`src/rtl/sopc_data_bridge.sv`:
```
// sopc_data_bridge: address-decoded data bus bridge from the OpenMIPS CPU to NUM_SLV wait-state/ack slaves
module sopc_data_bridge #(
  parameter int ADDR_W = 32,
  parameter int DATA_W = 32,
  parameter int NUM_SLV = 2,
  parameter logic [NUM_SLV*ADDR_W-1:0] SLV_BASE = {32'h1000_0000, 32'h0000_0000},
  parameter logic [NUM_SLV*ADDR_W-1:0] SLV_MASK = {32'hF000_0000, 32'hF000_0000},
  parameter logic [NUM_SLV*4-1:0] SLV_WAIT = {4'd3, 4'd0},
  parameter int TIMEOUT = 15
) (
  input  logic                      clk,
  input  logic                      rst,
  input  logic                      cpu_ce_i,
  input  logic                      cpu_we_i,
  input  logic [ADDR_W-1:0]         cpu_addr_i,
  input  logic [DATA_W/8-1:0]       cpu_sel_i,
  input  logic [DATA_W-1:0]         cpu_data_i,
  output logic [DATA_W-1:0]         cpu_data_o,
  output logic                      cpu_stall_o,
  output logic                      cpu_err_o,
  output logic [NUM_SLV-1:0]        s_ce_o,
  output logic                      s_we_o,
  output logic [ADDR_W-1:0]         s_addr_o,
  output logic [DATA_W/8-1:0]       s_sel_o,
  output logic [DATA_W-1:0]         s_data_o,
  input  logic [NUM_SLV*DATA_W-1:0] s_data_i,
  input  logic [NUM_SLV-1:0]        s_ack_i
);
  localparam int IW = NUM_SLV > 1 ? $clog2(NUM_SLV) : 1;
  localparam int CW = $clog2(TIMEOUT + 1);
  typedef enum logic [1:0] {IDLE, ACCESS, DONE} state_t;
  state_t state, nxt;
  logic hit, err_q, fin, tmo;
  logic [IW-1:0] idx, idx_q;
  logic [CW-1:0] cnt;
  logic [DATA_W-1:0] cap_q, lane_mask;
  always_comb begin
    hit = 1'b0;
    idx = '0;
    for (int i = NUM_SLV - 1; i >= 0; i--)
      if ((cpu_addr_i & SLV_MASK[i*ADDR_W +: ADDR_W]) == SLV_BASE[i*ADDR_W +: ADDR_W]) begin
        hit = 1'b1;
        idx = IW'(i);
      end
  end
  for (genvar b = 0; b < DATA_W / 8; b++) assign lane_mask[b*8 +: 8] = {8{s_sel_o[b]}};
  assign fin = state == ACCESS && 32'(cnt) >= 32'(SLV_WAIT[idx_q*4 +: 4]) && s_ack_i[idx_q];
  assign tmo = state == ACCESS && !fin && 32'(cnt) >= 32'(TIMEOUT - 1);
  always_ff @(posedge clk)
    state <= rst ? IDLE : nxt;
  always_comb
    nxt = state == IDLE ? (cpu_ce_i ? (hit ? ACCESS : DONE) : IDLE) :
          state == ACCESS ? (fin || tmo ? DONE : ACCESS) : IDLE;
  always_comb begin
    cpu_stall_o = cpu_ce_i && state != DONE;
    cpu_err_o = state == DONE && err_q;
    cpu_data_o = state == DONE && !err_q ? cap_q : '0;
  end
  always_ff @(posedge clk) begin
    if (rst) begin
      s_ce_o <= '0;
      s_we_o <= 1'b0;
      s_addr_o <= '0;
      s_sel_o <= '0;
      s_data_o <= '0;
      idx_q <= '0;
      err_q <= 1'b0;
      cap_q <= '0;
      cnt <= '0;
    end else if (state == IDLE && cpu_ce_i) begin
      s_ce_o <= hit ? (NUM_SLV'(1) << idx) : '0;
      s_we_o <= cpu_we_i;
      s_addr_o <= cpu_addr_i;
      s_sel_o <= cpu_sel_i;
      s_data_o <= cpu_data_i;
      idx_q <= idx;
      err_q <= !hit;
      cap_q <= '0;
      cnt <= '0;
    end else if (state == ACCESS) begin
      cnt <= cnt + CW'(cnt != CW'(TIMEOUT));
      if (fin || tmo) s_ce_o <= '0;
      if (fin) cap_q <= s_we_o ? '0 : s_data_i[idx_q*DATA_W +: DATA_W] & lane_mask;
      if (tmo) err_q <= 1'b1;
    end
  end
endmodule

```
`config.mk`:
```
export PLATFORM = sky130hd
export DESIGN_NAME = sopc_data_bridge
export DESIGN_NICKNAME = d
export VERILOG_FILES = /design/src/rtl/sopc_data_bridge.sv
export SDC_FILE = /design/constraint.sdc
export NUM_CORES = 1
export LEC_CHECK = 0
export ABC_CLOCK_PERIOD_IN_PS = 5150
export CAP_MARGIN = 20
export CORE_MARGIN = 2
export CORE_UTILIZATION = 25
export DETAILED_ROUTE_END_ITERATION = 12
export PLACE_DENSITY = 0.51
export SLEW_MARGIN = 20
export SYNTH_ARGS = -nofsm -noshare
export SYNTH_HDL_FRONTEND = slang
export SYNTH_SLANG_ARGS = --single-unit
```
`constraint.sdc`:
```
create_clock -name clk -period 5.15 [get_ports clk]
set_input_delay 0.515 -clock clk [delete_from_list [all_inputs] [get_ports clk]]
set_output_delay 0.515 -clock clk [all_outputs]
set_load 0.05 [all_outputs]
```
==> run_results.csv, run 1 <==
group,metric,value,unit
cts,clk_latency,350,ps
detailed_routing,vias,4737,
cts,cts.path.max_buffers,2,
final_layout,area_delta_synth_final,60.0,%
sta,rsz0062_at_grt,"no",
floorplanning,core_area,18700,sq um
logic_synthesis,avgSynthCellArea,8.08,sq um
sta,slew_viol_final,0,
setup_path,ff2ff_path_depth,7,
cts,numCtsBuffers,9,
floorplanning,io_pins,243,
power,cellLeakagePower,2.60,nW
detailed_routing,antenna_left,0,
detailed_routing,dr.first_iter.drc_count,178,
cts,cts_tree,"built",
floorplanning,row_count,50,
logic_synthesis,yosysUniqueCellTypes,33,
power,p_per_area,272,nW/um^2
final_layout,post-route-util,40.7,%
cts,root_buffer,"clkbuf_16",
place,routabilityCongestion,0.734,
setup_path,start_kind,"flop",
setup_path,path_depth,7,
floorplanning,start_util,25.4,%
sta,setup_violations,0,
setup_path,cp_max_fo,65,
setup_path,cp_top_family,"flip-flops",
worst_hold_path,hold_depth,2,
final_layout,antenna_cells,0,
logic_synthesis,synth_top_area_share,46.7,%
detailed_routing,vias_per_cell,4.56,
sta,fin_crit,2890,ps
status,status,"completed",
cts,holdBufCountCts,0,
logic_synthesis,syn_area,4750,sq um
setup_path,critPathCaptureType,"flop",
setup_path,cp_slowest_cell,"dfxtp_2",
logic_synthesis,yosys.area.top_type,"dfxtp_1",
sta,fin_crit_sh,56.1,%
place,dp.cells,1022,
sta,max_freq,0.346,GHz
sta,finalSetupTns,0,ps
cts,post_cts_buffers,0,
final_layout,finalNetCount,941,
logic_synthesis,syn_nets,730,
final_layout,multi_input_area,2310,sq um
setup_path,reg2reg_slack,2260,ps
logic_synthesis,ys_seq_area_share,46.7,%
global_route,gr-total-overflow,0,
setup_path,crit_type,"reg -> reg",
job,cap_violations,0,
floorplanning,die_area,20100,sq um
setup_path,path_buf_inv,3,
logic_synthesis,netlist_instances,588,
sta,hold_viol_final,0,
sta,skew,4.98,ps
worst_hold_path,min_path_type,"reg -> reg",
global_route,antenna_found_initial,0,
cts,clk_pin_slew_worst_paths,70,ps
cts,cts_max_level,3,
detailed_routing,wl_per_cell,14.9,um
global_route,grt_usage,14.8,%
power,fin_total_pwr,2.07,mW
logic_synthesis,synthTopCellsByArea,"dfxtp_1 47%, nand2_1 12%, a21oi_1 11%",
global_route,grt_pass1_vias,4693,
final_layout,seq_area,2220,sq um
setup_path,cp.arrival,3160,ps
detailed_routing,drtPass1Iterations,4,
sta,max_slew_margin,31.8,%
floorplanning,chipHeight,142,um
setup_path,max_stage_delay,1000,ps
cts,cts.sinks,111,
detailed_routing,drc,0,
logic_synthesis,ys_seq_elements,111,
sta,worstMarginPinSlew,1020,ps
logic_synthesis,yosys_warnings,0,
floorplanning,die_x,142,um
global_route,grt_pass1_wl,23600,um
final_layout,filler_cell_count,1852,
cts,ctsResizeCount,0,
place,port_buffers,242,
setup_path,worstPathCellList,"inv_1 -> ha_1 -> clkinv_1 -> o21a_1 -> buf_4 -> or4_1 -> a21oi_1",
place,hpwl,11100,um
power,vdd_ir_drop_max,0.000141,V
setup_path,required,5420,ps
final_layout,stdcell_count,1038,
global_route,grt_max_degree,77,
detailed_routing,routed_wirelength,15400,um
final_layout,drive_above_1_share,3.48,%
==> registers in the layout, indices dropped and copies added, names as in the netlist <==
register and count:
state 2, err_q 1, idx_q 1, s_ce_o 2, s_addr_o 32, cap_q 32, cnt 4, s_we_o 1
s_data_o 32, s_sel_o 4
==> final timing paths <==
check / start / endpoint
setup / recovery: idx_q / cap_q[8]
hold / removal: s_data_o[5] / s_data_o[5]
setup reg to reg: idx_q / cap_q[8]
hold reg to reg: s_data_o[5] / s_data_o[5]
==> power breakdown <==
group / total [mW] / internal [mW] / switching, mW / leakage, nW
clock: 0.712 / 0.381 / 0.331 / 0.135
combinational: 0.439 / 0.187 / 0.252 / 1.56
sequential: 0.918 / 0.895 / 0.0223 / 0.906
==> cell usage after synthesis (all sizes together) <==
master,number
and3,1
a311oi,1
or3b,1
and2b,1
inv,3
clkbuf,38
nor3,1
nor2,8
clkinv,1
or4,32
mux2i,33
nand2b,8
o22ai,1
buf,11
a21oi,103
nor2b,1
nand2,149
a21o,1
a31oi,1
ha,4
or3,2
xor2,2
nor3b,1
and2,33
nand4,1
o21ai,36
o21a,1
o41ai,1
dfxtp,111
nand3b,1
==> worst min-delay path, cell delays in order (launching register included) <==
cell and delay (ps):
dfxtp_1 310, nand2_1 50, a21oi_1 50
==> per-layer routing <==
layer / global-route usage, % / share of wire [%]
met5: 0 / 0
met4: 4.84 / 1.4
met3: 5.84 / 10
met2: 25.1 / 46
met1: 17.2 / 42
==> kinds of logic after synthesis <==
group           Yosys count  synth area share (%)
compound gates          145                  15.6
xor+xnor                  2                 0.369
fa+ha+maj                 4                  1.05
buf+inv                  53                  4.87
flops                   111                  46.7
mux                      33                  6.95
simple gates            240                  24.4
==> metrics by stage <==
step	worst slack [ps]	cell area [sq um]	hold WS (ps)
3_3_place_gp	2330	7310	442
6_report	2260	7610	456
5_1_grt	2030	7610	477
2_1_floorplan	2820	4750	445
4_1_cts	2230	7600	456
3_5_place_dp	2260	7310	446
==> cells in the final DEF, fill, tap and decap left out, types with 2 or more instances in the layout <==
| cell type | instances |
|---|---|
| nand2_1 | 149 |
| dfxtp_1 | 110 |
| nand2b_1 | 6 |
| nor2_1 | 8 |
| o21ai_1 | 2 |
| clkinvlp_4 | 3 |
| or4_1 | 32 |
| xor2_1 | 2 |
| a21oi_1 | 103 |
| buf_4 | 7 |
| ha_1 | 4 |
| inv_1 | 3 |
| clkbuf_16 | 9 |
| clkdlybuf4s50_1 | 241 |
| and2_1 | 33 |
| mux2i_1 | 33 |
| or3_1 | 2 |
| o21ai_0 | 34 |
==> cell type report <==
cell class / count / share of cell area (%)
clock buffer: 10 / 3.01
clock inverter: 6 / 0.921
timing repair buffer: 249 / 32.5
tap: 234 / 3.85
multi-input combinational: 424 / 30.3
inverter: 4 / 0.197
sequential: 111 / 29.2
Note: power is estimated with default switching activity, not from simulation.
==> inputs of run 2 (changes only) <==
--- a/config.mk
+++ b/config.mk
@@ -5,12 +5,12 @@
 export SDC_FILE = /design/constraint.sdc
 export NUM_CORES = 1
 export LEC_CHECK = 0
-export ABC_CLOCK_PERIOD_IN_PS = 5150
+export ABC_CLOCK_PERIOD_IN_PS = 2300
 export CAP_MARGIN = 20
 export CORE_MARGIN = 2
 export CORE_UTILIZATION = 25
 export DETAILED_ROUTE_END_ITERATION = 12
-export PLACE_DENSITY = 0.51
+export PLACE_DENSITY = 0.53
 export SLEW_MARGIN = 20
 export SYNTH_ARGS = -nofsm -noshare
 export SYNTH_HDL_FRONTEND = slang
==> constraint.sdc (replaced) <==
create_clock -name clk -period 2.3 [get_ports clk]
set_input_delay 0.23 -clock clk [delete_from_list [all_inputs] [get_ports clk]]
set_output_delay 0.23 -clock clk [all_outputs]
set_load 0.05 [all_outputs]
==> run 2 against run 1 <==
First-iteration DRC count increased by 6.7%. Sequential share of layout area fell by 1.5 points. Critical path type is now reg -> out. Die area unchanged. Combinational power grew 130%. Count of clock-buffer cells in the layout unchanged. Clock power increased by 120%. Final cell count grew 0.39%. Flip-flop and latch count unchanged. Utilization up 2.1 points. Cell area increased by 5.2%. Largest cell class unchanged. Register-to-register slack got worse by 2000 ps.
==> run_results.csv, run 2 (same netlist as run 1, synthesis figures left out) <==
group,metric,value,unit
status,status,"completed",
power,fin_total_pwr,4.62,mW
floorplanning,core_area,18700,sq um
sta,fin_crit_sh,90.1,%
floorplanning,row_count,50,
setup_path,cp_slowest_cell,"clkdlybuf4s50_1",
sta,hold_viol_final,0,
power,vdd_ir_drop_max,0.000319,V
place,port_buffers,242,
cts,clk_pin_slew_worst_paths,70,ps
setup_path,max_stage_delay,870,ps
sta,max_slew_margin,57.5,%
global_route,grt_usage,14.8,%
cts,root_buffer,"clkbuf_16",
detailed_routing,drc,0,
cts,clk_latency,350,ps
final_layout,area_delta_synth_final,68.4,%
final_layout,antenna_cells,0,
detailed_routing,drtPass1Iterations,4,
cts,cts_tree,"built",
sta,slew_viol_final,0,
detailed_routing,routed_wirelength,15300,um
global_route,grt_pass1_wl,23600,um
sta,max_freq,0.483,GHz
sta,setup_violations,0,
sta,fin_crit,2070,ps
final_layout,post-route-util,42.8,%
worst_hold_path,hold_depth,2,
place,routabilityCongestion,0.782,
cts,cts_max_level,3,
floorplanning,chipHeight,142,um
setup_path,crit_type,"reg -> out",
final_layout,reg_top3,"cap_q x32, s_addr_o x32, s_data_o x32",
sta,finalSetupTns,0,ps
final_layout,finalNetCount,945,
floorplanning,io_pins,243,
sta,rsz0062_at_grt,"no",
setup_path,ff2ff_path_depth,7,
final_layout,mostFrequentLayoutCells,"208 x clkdlybuf4s50_1, 149 x nand2_1, 110 x dfxtp_1",
setup_path,cp_max_fo,5,
setup_path,worstPathCellList,"nand2b_1 -> nor2_1 -> clkdlybuf4s50_1",
detailed_routing,antenna_left,0,
final_layout,drive_above_1_share,7.92,%
sta,whs,266,ps
floorplanning,die_area,20100,sq um
sta,skew,5.75,ps
sta,worstMarginPinSlew,638,ps
setup_path,required,2070,ps
detailed_routing,vias_per_cell,4.54,
power,cellLeakagePower,2.80,nW
floorplanning,die_x,142,um
detailed_routing,vias,4734,
cts,numCtsBuffers,9,
detailed_routing,dr.first_iter.drc_count,190,
power,p_per_area,577,nW/um^2
cts,post_cts_buffers,0,
global_route,grt_max_degree,65,
global_route,grt_pass1_vias,4671,
global_route,gr-total-overflow,0,
worst_hold_path,min_path_type,"in -> reg",
detailed_routing,wl_per_cell,14.7,um
cts,cts.sinks,111,
floorplanning,start_util,25.4,%
global_route,antenna_found_initial,1,
setup_path,critPathCaptureType,"output pin",
cts,ctsResizeCount,0,
job,cap_violations,0,
setup_path,start_kind,"flop",
cts,holdBufCountCts,0,
final_layout,final_common_cell,"clkdlybuf4s50_1",
place,hpwl,11400,um
cts,cts.path.max_buffers,2,
setup_path,cp.arrival,1840,ps
-- run 2: changes by cell type in the layout (fill, tap and decap cells not counted), sizes merged --
| cell | previous run | this run |
|---|---|---|
| buf | 8 | 45 |
| clkdlybuf4s50 | 241 | 208 |
| clkinv | 2 | 5 |
| clkinvlp | 3 | 1 |
| inv | 4 | 3 |
-- run 2: through the flow --
step / std cells / cell area [sq um] / setup WS (ps)
2_1_floorplan: 588 / 4760 / 51.6
3_3_place_gp: 1026 / 7720 / 318
3_5_place_dp: 1026 / 7720 / 252
4_1_cts: 1042 / 8010 / 181
5_1_grt: 1042 / 8010 / 138
6_report: 1042 / 8010 / 229
-- run 2: power breakdown --
part	internal [mW]	leakage, nW	switching, mW
sequential	2.01	0.906	0.0470
clock	0.842	0.142	0.721
combinational	0.434	1.75	0.569
-- run 2: critical path: cells and delay by family, from the launching register on --
kind	cells	cell delay, ps
buffers and inverters	1	870
DFF	1	350
and+or+nand+nor	2	270
-- run 2: final timing paths --
kind | start | end | slack (ps)
worst max-delay path | state[0] | cpu_err_o | 230
worst min-delay path | rst | s_addr_o[28] | 270
worst max register to register | idx_q | cap_q[3] | 300
worst min register to register | s_addr_o[25] | s_addr_o[25] | 460
-- run 2: cell type report --
class,instances,area (sq um)
well taps,234,293
clock inverters,6,61.3
flip-flops and latches,111,2220
inverters,4,15.0
repair buffers,253,2880
clock buffers,10,229
multi-input cells,424,2300
fillers,1843,10700
-- run 2: per-layer routing --
metal	GRT usage (%)	share of wire [%]
met5	0	0.085
met4	4.89	1.3
met3	5.87	10
met2	24.8	47
met1	17.3	42
==> variant (flow settings as in run 1) <==
Re-encode `state_t` (3 states) as one-hot, 3 bits wide.
--- a/src/rtl/sopc_data_bridge.sv
+++ b/src/rtl/sopc_data_bridge.sv
@@ -30,3 +30,3 @@
   localparam int CW = $clog2(TIMEOUT + 1);
-  typedef enum logic [1:0] {IDLE, ACCESS, DONE} state_t;
+  typedef enum logic [2:0] {IDLE = 3'b001, ACCESS = 3'b010, DONE = 3'b100} state_t;
   state_t state, nxt;
Function: no difference found for any inputs over 4 cycles, from zero or initial values and one cycle with rst high; so few cycles prove little.
==> variant against run 1 <==
Sequential power up 1%. Worst setup slack worse by 610 ps. Wire length down 0.49%. Synthesized area up 0.55%. Sequential cell count up 1. Clock skew up 3.3 ps. Via count up 0.57%. Final area up 0.77%. Fmax down 17%. Total power up 2.0%. Core utilization up 0.31 points. Count of clock-buffer cells in the layout unchanged. Largest power group unchanged. Highest routed layer unchanged.
==> variant: results (changes against run 1) <==
metric,value,unit,change
synth_nets,725,,-0.68%
synthTopCellsByCount,"143 x nand2_1, 112 x dfxtp_1, 102 x a21oi_1",,
arrival,2980,ps,-180 ps
grt_pass1_vias,4827,,+2.9%
synth.distinct_cells,36,,+9.1%
outcome,completed,,
cpLargestDelayFamily,simple AND/OR/NAND/NOR gates,,
worst_slew_pin_slew,1094,ps,+69.98 ps
hold_end,s_addr_o[26],,
ir_drop,0.0001304,V,-7.7%
r2r_setup_slack,2080,ps,-180 ps
routed_wl,15370,um,-0.49%
track_usage,0.1518,,+0.003392
power.leakage,2.594,nW,-0.12%
first_pass_iters,6,,+2
grt_pass1_wl,24440,um,+3.4%
grt_max_degree,78,,+1.3%
nets,934,,-0.74%
r2r_cells,4,,-3
fin_worst_skew,8.262,ps,+3.281 ps
crit_path_max_fanout,32,,-51%
yosysSeqAreaShare,0.4691,,+0.001619
cpPeakStageDelay,820,ps,-180 ps
holdCritStartpoint,s_addr_o[26],,
dp_hpwl,10880,um,-1.6%
## variant: logic make-up after synthesis
group,count (synthesis),synth area share
simple gates,237,0.2458
compound gates,143,0.1552
flops,112,0.4691
buf+inv,51,0.04450
mux,34,0.07120
fa+ha+maj,4,0.01047
xor+xnor,2,0.003666
## variant: per-layer routing
layer,part of all wire,track usage,vias up,wire length [um]
met3,0.099,0.05585,14,1524
met5,0,0,-,0
met4,0.015,0.05474,0,238
met1,0.43,0.1796,2158,6638
met2,0.45,0.2527,177,6968
li1,-,-,2415,-
## variant: layout make-up
type	instances	area, sq um
clock buffer	10	239.0
clock inverter	6	72.57
fill	1876	11040
inverter	2	7.507
multi-input combinational	420	2356
sequential	112	2243
tap	234	292.8
timing repair buffer	247	2455
## variant: worst min-delay path: stages, from the launching register on
cell and delay [ps]:
dfxtp_1 310, nand2_1 50, a21oi_1 50
## variant: worst max-delay path by stage
| stage | endpoint | slack, ps |
|---|---|---|
| 3_3_place_gp | cpu_data_o[27] | 2120 |
| 4_1_cts | cpu_data_o[19] | 1580 |
| 2_1_floorplan | state[2] | 2780 |
| 6_report | cpu_data_o[19] | 1660 |
| 3_5_place_dp | cpu_data_o[19] | 1980 |
| 5_1_grt | cpu_data_o[10] | 1360 |
## variant: metrics by stage
stage | util | instances | power (mW) | setup slack [ps] | area [sq um]
final | 0.4098 | 1031 | 2.109 | 1657 | 7666
after global routing | 0.4098 | 1031 | 2.210 | 1364 | 7666
after CTS | 0.4098 | 1031 | 2.148 | 1577 | 7666
after detailed placement | 0.3932 | 1015 | 1.390 | 1984 | 7355
after global placement | 0.3932 | 1015 | 1.385 | 2122 | 7355
after floorplan | - | 583 | 1.175 | 2777 | 4780
## variant: where the power goes
group          internal, mW  switching, mW  total [mW]
Combinational         0.188          0.248       0.436
Clock                 0.399          0.345       0.744
Sequential            0.904         0.0244       0.928
